File: config.mk
export PLATFORM = sky130hd
export DESIGN_NAME = slave_in_port
export DESIGN_NICKNAME = d
export VERILOG_FILES = /design/src/rtl/bus_pkg.sv /design/src/rtl/serial_shift_rx.sv /design/src/rtl/slave_in_port.sv
export SDC_FILE = /design/constraint.sdc
export NUM_CORES = 1
export LEC_CHECK = 0
export CAP_MARGIN = 20
export CORE_MARGIN = 5
export CORE_UTILIZATION = 50
export DETAILED_ROUTE_END_ITERATION = 8
export PLACE_DENSITY = 0.79
export RECOVER_POWER = 100
export SLEW_MARGIN = 15
export SYNTH_ARGS = -nofsm -noshare
export SYNTH_HDL_FRONTEND = slang
export SYNTH_SLANG_ARGS = --single-unit
export TNS_END_PERCENT = 30
File: constraint.sdc
create_clock -name clk -period 2.47 [get_ports clk]
set_clock_uncertainty 0.05 [all_clocks]
set_input_delay 0.494 -clock clk [delete_from_list [all_inputs] [get_ports clk]]
set_output_delay 0.494 -clock clk [all_outputs]
set_load 0.03 [all_outputs]
File: src/rtl/bus_pkg.sv
// Shared serial-bus definitions: receive-stage state encoding, default field
// widths, command codes and an address range helper.
package bus_pkg;

  localparam int ADDR_SIZE  = 12;
  localparam int WORD_SIZE  = 8;
  localparam int BURST_SIZE = 15;

  localparam logic [2:0] S_READ    = 3'd1;
  localparam logic [2:0] S_WRITE   = 3'd2;
  localparam logic [2:0] S_B_READ  = 3'd3;
  localparam logic [2:0] S_B_WRITE = 3'd4;

  typedef enum logic [2:0] {
    IDLE,
    ADDR_RX,
    CMD,
    BURST_RX,
    DATA_RX,
    WR_STALL,
    RD_REQ,
    RD_WAIT
  } slave_in_state_t;

  // True when words [start, start+len) all lie inside a memory of depth words.
  function automatic logic range_ok(input int unsigned start, input int unsigned len,
                                    input int unsigned depth);
    return (start < depth) && (start + len <= depth);
  endfunction

endpackage

File: src/rtl/serial_shift_rx.sv
// LSB-first serial-to-parallel shifter with bit counter, last-bit flag and clear.
// value_next shows the word including the bit being shifted in this cycle.
module serial_shift_rx #(
  parameter int WIDTH = 8
) (
  input  logic             clk,
  input  logic             rst_n,
  input  logic             clear,
  input  logic             shift_en,
  input  logic             bit_in,
  output logic [WIDTH-1:0] value,
  output logic [WIDTH-1:0] value_next,
  output logic             last
);

  localparam int CW = (WIDTH > 1) ? $clog2(WIDTH) : 1;

  logic [CW-1:0] cnt;

  assign last = (cnt == CW'(WIDTH - 1));

  always_comb begin
    value_next      = value;
    value_next[cnt] = bit_in;
  end

  // Clear wins over shift so a bit arriving on an abort is dropped.
  always_ff @(posedge clk or negedge rst_n) begin
    if (!rst_n) begin
      value <= '0;
      cnt   <= '0;
    end else if (clear) begin
      value <= '0;
      cnt   <= '0;
    end else if (shift_en) begin
      value <= value_next;
      cnt   <= last ? '0 : cnt + CW'(1);
    end
  end

endmodule

File: src/rtl/slave_in_port.sv
// Slave receive stage: deserialises address/burst/write-data streams and issues
// core writes or read requests. Define SLAVE_IN_ADDR_CHECK_EN to range-check against MEM_DEPTH.
module slave_in_port
  import bus_pkg::*;
#(
  parameter int ADDR_SIZE  = bus_pkg::ADDR_SIZE,
  parameter int WORD_SIZE  = bus_pkg::WORD_SIZE,
  parameter int BURST_SIZE = bus_pkg::BURST_SIZE,
  parameter int MEM_DEPTH  = 4096
) (
  input  logic                  clk,
  input  logic                  rst_n,
  input  logic                  sel,
  input  logic                  addr_bus,
  input  logic                  addr_done,
  input  logic                  read_en,
  input  logic                  m_b_tx_valid,
  input  logic                  burst_size_bus,
  input  logic                  burst_done,
  input  logic                  m_valid,
  input  logic                  w_data_bus,
  input  logic                  tx_done,
  input  logic                  core_wr_ready,
  input  logic                  core_rd_done,
  output logic                  s_ready,
  output logic [ADDR_SIZE-1:0]  core_addr,
  output logic [WORD_SIZE-1:0]  core_wdata,
  output logic                  core_we,
  output logic                  core_rd_req,
  output logic [BURST_SIZE-1:0] core_burst_len,
  output logic                  proto_err
);

  // Handshake: a bus bit is consumed on a rising edge where s_ready (registered,
  // equal to "next state accepts bits") is high and the stream's qualifier is
  // high (sel for address/burst bits, m_valid for write-data bits).

  slave_in_state_t state, state_nxt;

  logic                  addr_shift, burst_shift, data_shift, clear_all;
  logic                  addr_last, burst_last, data_last;
  logic [ADDR_SIZE-1:0]  addr_val, unused_addr_next;
  logic [BURST_SIZE-1:0] burst_val, unused_burst_next;
  logic [WORD_SIZE-1:0]  data_next, unused_word;

  logic                  rd_flag, bt_flag, done_pend;
  logic [ADDR_SIZE-1:0]  word_idx, wr_addr;
  logic [BURST_SIZE-1:0] burst_len_eff;
  logic                  wr_ok, rd_ok;

  logic       we_nxt, rd_req_nxt, err_nxt, commit_ld, rd_ld, word_inc, word_clr;
  logic       flags_ld, pend_ld;
  logic [2:0] cmd;

  serial_shift_rx #(.WIDTH(ADDR_SIZE)) u_addr_rx (
    .clk(clk), .rst_n(rst_n), .clear(clear_all), .shift_en(addr_shift),
    .bit_in(addr_bus), .value(addr_val), .value_next(unused_addr_next), .last(addr_last)
  );

  serial_shift_rx #(.WIDTH(BURST_SIZE)) u_burst_rx (
    .clk(clk), .rst_n(rst_n), .clear(clear_all), .shift_en(burst_shift),
    .bit_in(burst_size_bus), .value(burst_val), .value_next(unused_burst_next), .last(burst_last)
  );

  serial_shift_rx #(.WIDTH(WORD_SIZE)) u_data_rx (
    .clk(clk), .rst_n(rst_n), .clear(clear_all), .shift_en(data_shift),
    .bit_in(w_data_bus), .value(unused_word), .value_next(data_next), .last(data_last)
  );

  assign wr_addr       = addr_val + word_idx;
  // A single read leaves the burst field cleared, so zero maps to one word too.
  assign burst_len_eff = (burst_val == '0) ? BURST_SIZE'(1) : burst_val;

`ifdef SLAVE_IN_ADDR_CHECK_EN
  assign wr_ok = range_ok(32'(wr_addr), 32'd1, MEM_DEPTH);
  assign rd_ok = range_ok(32'(addr_val), 32'(burst_len_eff), MEM_DEPTH);
`else
  logic unused_depth;
  assign unused_depth = ^MEM_DEPTH;
  assign wr_ok = 1'b1;
  assign rd_ok = 1'b1;
`endif

  always_ff @(posedge clk or negedge rst_n) begin
    if (!rst_n) state <= IDLE;
    else        state <= state_nxt;
  end

  always_comb begin
    state_nxt   = state;
    addr_shift  = 1'b0;
    burst_shift = 1'b0;
    data_shift  = 1'b0;
    we_nxt      = 1'b0;
    rd_req_nxt  = 1'b0;
    err_nxt     = 1'b0;
    commit_ld   = 1'b0;
    rd_ld       = 1'b0;
    word_inc    = 1'b0;
    flags_ld    = 1'b0;
    pend_ld     = 1'b0;
    cmd         = S_WRITE;
    unique case (state)
      IDLE, ADDR_RX: begin
        if (!sel) begin
          if (state == ADDR_RX) begin
            state_nxt = IDLE;
            err_nxt   = 1'b1;
          end
        end else if (s_ready) begin
          addr_shift = 1'b1;
          state_nxt  = ADDR_RX;
          if (addr_last) begin
            flags_ld  = 1'b1;
            err_nxt   = !addr_done;
            state_nxt = CMD;
          end
        end
      end
      CMD: begin
        if (rd_flag | read_en) cmd = (bt_flag | m_b_tx_valid) ? S_B_READ : S_READ;
        else                   cmd = (bt_flag | m_b_tx_valid) ? S_B_WRITE : S_WRITE;
        if (!sel) begin
          state_nxt = IDLE;
          err_nxt   = 1'b1;
        end else begin
          case (cmd)
            S_B_READ: state_nxt = BURST_RX;
            S_READ:   state_nxt = RD_REQ;
            default:  state_nxt = DATA_RX;
          endcase
        end
      end
      BURST_RX: begin
        if (!sel) begin
          state_nxt = IDLE;
          err_nxt   = 1'b1;
        end else begin
          burst_shift = 1'b1;
          if (burst_last) begin
            err_nxt   = !burst_done;
            state_nxt = RD_REQ;
          end
        end
      end
      DATA_RX: begin
        if (!sel) begin
          state_nxt = IDLE;
          err_nxt   = 1'b1;
        end else if (m_valid && s_ready) begin
          data_shift = 1'b1;
          if (data_last) begin
            if (!wr_ok) begin
              err_nxt   = 1'b1;
              word_inc  = 1'b1;
              state_nxt = tx_done ? IDLE : DATA_RX;
            end else begin
              commit_ld = 1'b1;
              if (core_wr_ready) begin
                we_nxt    = 1'b1;
                word_inc  = 1'b1;
                state_nxt = tx_done ? IDLE : DATA_RX;
              end else begin
                pend_ld   = 1'b1;
                state_nxt = WR_STALL;
              end
            end
          end else if (tx_done) begin
            err_nxt   = 1'b1;
            state_nxt = IDLE;
          end
        end
      end
      WR_STALL: begin
        if (!sel) begin
          state_nxt = IDLE;
          err_nxt   = 1'b1;
        end else if (core_wr_ready) begin
          we_nxt    = 1'b1;
          word_inc  = 1'b1;
          state_nxt = done_pend ? IDLE : DATA_RX;
        end
      end
      RD_REQ: begin
        if (!sel) begin
          state_nxt = IDLE;
          err_nxt   = 1'b1;
        end else if (rd_ok) begin
          rd_req_nxt = 1'b1;
          rd_ld      = 1'b1;
          state_nxt  = RD_WAIT;
        end else begin
          err_nxt   = 1'b1;
          state_nxt = IDLE;
        end
      end
      RD_WAIT: begin
        if (core_rd_done) state_nxt = IDLE;
      end
      default: state_nxt = IDLE;
    endcase
  end

  assign clear_all = (state_nxt == IDLE);
  assign word_clr  = clear_all || (state == CMD);

  always_ff @(posedge clk or negedge rst_n) begin
    if (!rst_n) begin
      s_ready        <= 1'b0;
      core_addr      <= '0;
      core_wdata     <= '0;
      core_we        <= 1'b0;
      core_rd_req    <= 1'b0;
      core_burst_len <= '0;
      proto_err      <= 1'b0;
      rd_flag        <= 1'b0;
      bt_flag        <= 1'b0;
      done_pend      <= 1'b0;
      word_idx       <= '0;
    end else begin
      s_ready     <= (state_nxt inside {IDLE, ADDR_RX, BURST_RX, DATA_RX});
      core_we     <= we_nxt;
      core_rd_req <= rd_req_nxt;
      proto_err   <= err_nxt;
      if (commit_ld) begin
        core_addr  <= wr_addr;
        core_wdata <= data_next;
      end
      if (rd_ld) begin
        core_addr      <= addr_val;
        core_burst_len <= burst_len_eff;
      end
      if (flags_ld) begin
        rd_flag <= read_en;
        bt_flag <= m_b_tx_valid;
      end
      if (pend_ld) done_pend <= tx_done;
      if (word_clr)      word_idx <= '0;
      else if (word_inc) word_idx <= word_idx + ADDR_SIZE'(1);
    end
  end

endmodule

# ---- Yosys cells after proc, flatten, opt, wreduce, memory -nomap -nowiden
# Cells that the tools add are included.
dict set report totals {
  register_bits 103
  input_bits 14
  output_inout_bits 39
  word_cells 157
}
dict set report classes {
  n_addsub 5
  magnitude_cmp 6
  eq_ne 15
  mux 93
  bitwise 2
  n_reduce_logical 18
}
# op count
set ops {}
lappend ops {{$mux W12} 6}
lappend ops {{$mux W3} 23}
lappend ops {{$mux W15} 3}
lappend ops {{$mux W1} 41}
lappend ops {{$mux W4} 6}
lappend ops {{$pmux W3 S7} 1}
lappend ops {{$eq A3 B3 Y1 const B} 6}
lappend ops {{$mux W8} 2}
lappend ops {{$bwmux W15} 1}
lappend ops {{$logic_not A15 Y1} 1}
lappend ops {{$add A12 B1 Y12 const B} 1}
lappend ops {{$add A12 B12 Y12} 1}
lappend ops {{$bwmux W12} 1}
lappend ops {{$eq A3 B2 Y1 const B} 4}
lappend ops {{$lt A4 B5 Y1 const B} 2}
lappend ops {{$reduce_bool A2 Y1} 5}
lappend ops {{$eq A3 B1 Y1 const B} 3}
lappend ops {{$add A4 B1 Y4 const B} 2}
lappend ops {{$bwmux W8} 1}
lappend ops {{$demux W1 S4} 2}
lappend ops {{$eq A4 B4 Y1 const B} 2}
lappend ops {{$ge A4 B1 Y1 const B} 2}
lappend ops {{$logic_not A3 Y1} 2}
lappend ops {{$pmux W3 S2} 1}
lappend ops {{other kinds (14)} 20}

# ---- Depth between registers and ports, before layout
dict set report logic_depth {
  depth_word 11
  depth_mapped 10
  depth_no_buf 9
}

# ---- Cells and area by module
# From an unflattened synthesis, not the netlist that was laid out.
dict set report unflattened {
  hier_cells 630
  hier_area_um2 6177.2
}
# mod n_inst cells_per_inst area_each_um2 seq_area_each_um2
set by_module_without_submodules {}
lappend by_module_without_submodules {slave_in_port 1 320 3065.4 1426.4}
lappend by_module_without_submodules {{serial_shift_rx (u_burst_rx)} 1 126 1236.2 475.5}
lappend by_module_without_submodules {{serial_shift_rx (u_addr_rx)} 1 117 1074.8 400.4}
lappend by_module_without_submodules {{serial_shift_rx (u_data_rx)} 1 67 800.8 275.3}

# ---- Worst setup path after synthesis
# Ideal clock, no wire load.
dict set report synth_path {
  path_kind {register to register}
  startpoint {register word_idx[0]}
  endpoint {register core_addr[10]}
  setup_ps 69
  arrival_time_ps 2055
  required_time_ps 2351
  path_slack_ps 296
  path_stages_with_launch 10
  n_path_buf 0
  path_cell_list {dfrtp_1 -> ha_1 -> inv_1 -> fa_1 -> nor2b_1 -> o31a_1 -> o221a_2 -> o21bai_1 -> a2111o_1 -> nand3_1}
}
dict set report synth_between {
  elab_chain_len 3
}
# item line
set synth_rtl {}
lappend synth_rtl {{from (decl)} slave_in_port.sv:47} ;# logic [ADDR_SIZE-1:0] word_idx, wr_addr;
lappend synth_rtl {{from (signal assigned)} slave_in_port.sv:239} ;# else if (word_inc) word_idx <= word_idx + ADDR_SIZE'(1);
lappend synth_rtl {{$add A12 B12 Y12} slave_in_port.sv:70} ;# assign wr_addr = addr_val + word_idx;
lappend synth_rtl {{$mux W12} slave_in_port.sv:225} ;# if (commit_ld) begin
lappend synth_rtl {{$mux W12} slave_in_port.sv:229} ;# if (rd_ld) begin
lappend synth_rtl {{to (signal assigned)} slave_in_port.sv:226} ;# core_addr <= wr_addr;
lappend synth_rtl {{to (signal assigned)} slave_in_port.sv:230} ;# core_addr <= addr_val;
lappend synth_rtl {{to (decl)} slave_in_port.sv:26} ;# output logic [ADDR_SIZE-1:0] core_addr,
# No other way between the ends. The select of a mux whose other input is x is not followed.
# A chain may end at the register's enable or synchronous reset.

# ---- Worst setup path after layout
dict set report layout_path {
  startpoint {register u_addr_rx.value[0]}
  endpoint {register core_addr[10]}
}
dict set report layout_between {
  elab_chain_len 3
}
# item line
set layout_rtl {}
lappend layout_rtl {{from (decl)} serial_shift_rx.sv:11} ;# output logic [WIDTH-1:0] value,
lappend layout_rtl {{from (signal assigned)} serial_shift_rx.sv:36} ;# value <= value_next;
lappend layout_rtl {{$add A12 B12 Y12} slave_in_port.sv:70}
lappend layout_rtl {{$mux W12} slave_in_port.sv:225}
lappend layout_rtl {{$mux W12} slave_in_port.sv:229}
# No other way between the ends. The select of a mux whose other input is x is not followed.

==> key figures <==
Place
  – Inst Count DP: 769
  – Placed inst area: 6206 µm²
  – IO buf count: 52
  – Post-place setup slack: -0.1078 ns
  – Gpl congestion: 0.9562
  – Dpl hpwl: 8781 µm

Detailed routing
  – Drt first pass iters: 4
  – Via count: 4,465
  – DR WL/cell: 15.42 µm
  – Drt drc: 0
  – Drt via density: 5.666
  – DRT Wirelength: 12,150 µm
  – Number of DRC markers in iteration 0: 279
  – Antenna Nets Post-Route: 0

Clock network
  – CTS Buf Count: 9
  – Clock Root Buffer: clkbuf_8
  – Total clock sinks: 103
  – Reg clk slew, reported paths: 0.10 ns
  – CTS tree: built
  – CTS max path bufs: 2
  – Clock Latency Late Sink: 0.39 ns
  – H-tree depth: 3

Worst setup path
  – Critical path's slowest cell: a2111o_1
  – Critical Path Source: u_addr_rx.value[0]
  – Crit path arrival time: 2.62 ns
  – Crit end category: flip-flop
  – CP Launch Type: flip-flop
  – Critical path fanouts, max: 3
  – Req. time, crit path: 2.75 ns
  – WS Path Type: flip-flop to flip-flop
  – CP Cell Sequence: ha_1, inv_1, fa_1, nor2b_2, o31a_1, o221a_2, o21bai_1, a2111o_1, nand3_1
  – Crit-path max cell delay: 0.43 ns
  – R2R cell count: 9
  – Start of the worst register-to-register path: u_addr_rx.value[0]
  – R2R setup slack: 0.12 ns

Floorplanning
  – Starting Density: 50.51%
  – I/O pins: 53
  – CORE AREA: 10,750 µm²
  – Row Count: 38
  – Die W: 114.2 µm
  – Die Height: 114.2 µm
  – Die area: 13,040 µm²

Synthesis
  – Synthesized instance count: 579
  – Post-synth EDFFs: 0
  – Avg Cell Area, Syn: 9.374 µm²
  – Post-synthesis sequential area ratio: 47.49%
  – Netlist cell types: 62
  – Async S/R FF share, synth: 100.0%
  – Post-Syn Area: 5428 µm²
  – Number of synthesized register bits: 103
  – Ys flop type: dfrtp_1
  – Syn. warnings: 0
  – Post-Syn Nets: 612

Global routing
  – Initial antenna violation count: 0
  – Grt ovf: 0
  – Number of global-route vias before repair: 4,428
  – Global-route wire length before repair: 20,510 µm
  – Tot GR Track Use: 19.60%
  – Largest net degree at the start of global routing: 52

STA
  – Setup_tns: 0 ns
  – Final min period: 2.348 ns
  – Pins Over Slew Limit: 0
  – Max Clk Rate: 0.4259 GHz
  – Final hold vios: 0
  – Fin crit share: 95.06%
  – Final setup viols: 0
  – Final Worst Setup Slack: 0.1219 ns
  – Worst-Margin Slew: 0.7995 ns
  – Headroom to the max-slew limit: 46.70%
  – Hold_ws: 0.4237 ns
  – Unrepaired setup endpoints after global routing: no

Pwr
  – P_leak: 3.080 nW
  – P per Cell Area: 478.4 nW/µm²
  – Worst vdd ir: 0.3193 mV

Final layout
  – Final net count: 676
  – Fillers: 976
  – Finished Cell Area: 6360 µm²
  – Reg area: 2579 µm²
  – Area of the multi-input gates: 2572 µm²
  – Proportion of layout cells with a drive suffix above 1: 9.259%
  – # diodes: 0
  – Non-filler instance count after layout: 788
  – Area growth from synthesis to layout: 17.17%

Worst hold path
  – Hold Crit Depth: 2
  – HP Class: flip-flop to flip-flop
  – Hold path start: core_burst_len[5]

Outcome
  – Status: completed

Run
  – Max Cap Viol: 0
==> worst paths after layout <==
path,to
setup / recovery,core_addr[10]
hold / removal,core_burst_len[5]
setup reg to reg,core_addr[10]
hold reg to reg,core_burst_len[5]
max in group asynchronous,word_idx[0]
min in group asynchronous,core_burst_len[1]
==> synthesized netlist by cell type (6+ instances only) <==
library cell,count,area (µm²)
a21oi_1,32,160.2
nand3_1,19,95.09
dfrtp_1,103,2577
inv_1,14,52.55
xor2_1,10,87.58
clkbuf_1,18,67.56
buf_6,7,78.83
nor3_1,12,60.06
buf_2,7,35.03
a22oi_1,6,45.04
mux2i_1,30,300.3
nor2_1,67,251.5
ha_1,18,225.2
nand2_1,101,379.1
a211oi_1,10,75.07
nand4_1,10,62.56
o21ai_0,26,130.1
==> routing by layer <==
metal  up-vias  track usage (%)  wire (µm)
met1      2160            24.35       5361
met3        32            3.541        493
met5         -                0          0
li1       2144                -          -
met4         0            10.13        415
met2       129            32.71       5879
==> metrics by stage <==
| step | power [mW] | utilization, % |
|---|---|---|
| 2_1_floorplan | 1.890 | - |
| 3_3_place_gp | 1.989 | 57.76 |
| 3_5_place_dp | 1.997 | 57.76 |
| 4_1_cts | 3.070 | 59.68 |
| 5_1_grt | 3.169 | 59.19 |
| 6_report | 3.043 | 59.19 |
==> placed cells by master, fill, tap and decap left out, drive strengths merged, types with 12 or more instances in the layout <==
master	count
inv	16
buf	25
dfrtp	103
mux2i	30
nor2	67
nand2	102
clkdlybuf4s50	12
ha	18
nand3	19
dlygate4sd3	40
o21ai	27
a21oi	32
nor3	14
clkbuf	20
==> power breakdown <==
group          total [mW]  switching (mW)  internal [mW]
Clock                1.08           0.609          0.476
Combinational       0.230           0.146         0.0844
Sequential           1.73          0.0230           1.70
Total                3.04           0.777           2.27
==> cell type report <==
type,count,area share [%]
Multi-Input combinational cell,427,40.45
Tap cell,140,2.754
Clock inverter,6,1.082
Inverter,15,0.8853
Clock buffer,10,2.007
Timing Repair Buffer,87,12.28
Sequential cell,103,40.55
==> critical path: cells and delay by family, from the launching register on <==
kind            cells  cell delay (ns)
fa+ha+maj           2             0.60
buf+inv             1             0.06
flops               1             0.38
compound gates      4             0.97
simple gates        2             0.23
==> flip-flops by register name (all words and copies together) (netlist names), 3 cells and up <==
name	count
u_burst_rx.value	15
word_idx	12
u_addr_rx.cnt	4
u_addr_rx.value	12
core_addr	12
u_burst_rx.cnt	4
core_wdata	8
u_data_rx.cnt	3
u_data_rx.value	8
state	3
core_burst_len	15
==> repair_timing <==
item / in CTS / in global routing
hold endpoints to repair: 26 / 0
hold buffers: 1 / 0
endpoints found under the setup margin: 0 / 2
gates resized for setup: 0 / 3
buffers inserted: 0 / 2
==> kinds of logic after synthesis <==
group | after synthesis | synth area share [%]
AOI/OAI and AO/OA | 111 | 13.58
and+or+nand+nor | 249 | 21.25
DFF | 103 | 47.49
buffers and inverters | 49 | 4.587
muxes | 33 | 6.155
xor gates and xnor gates | 15 | 2.420
adders and majority gates | 19 | 4.518
Note: power is estimated with default switching activity, not from simulation.
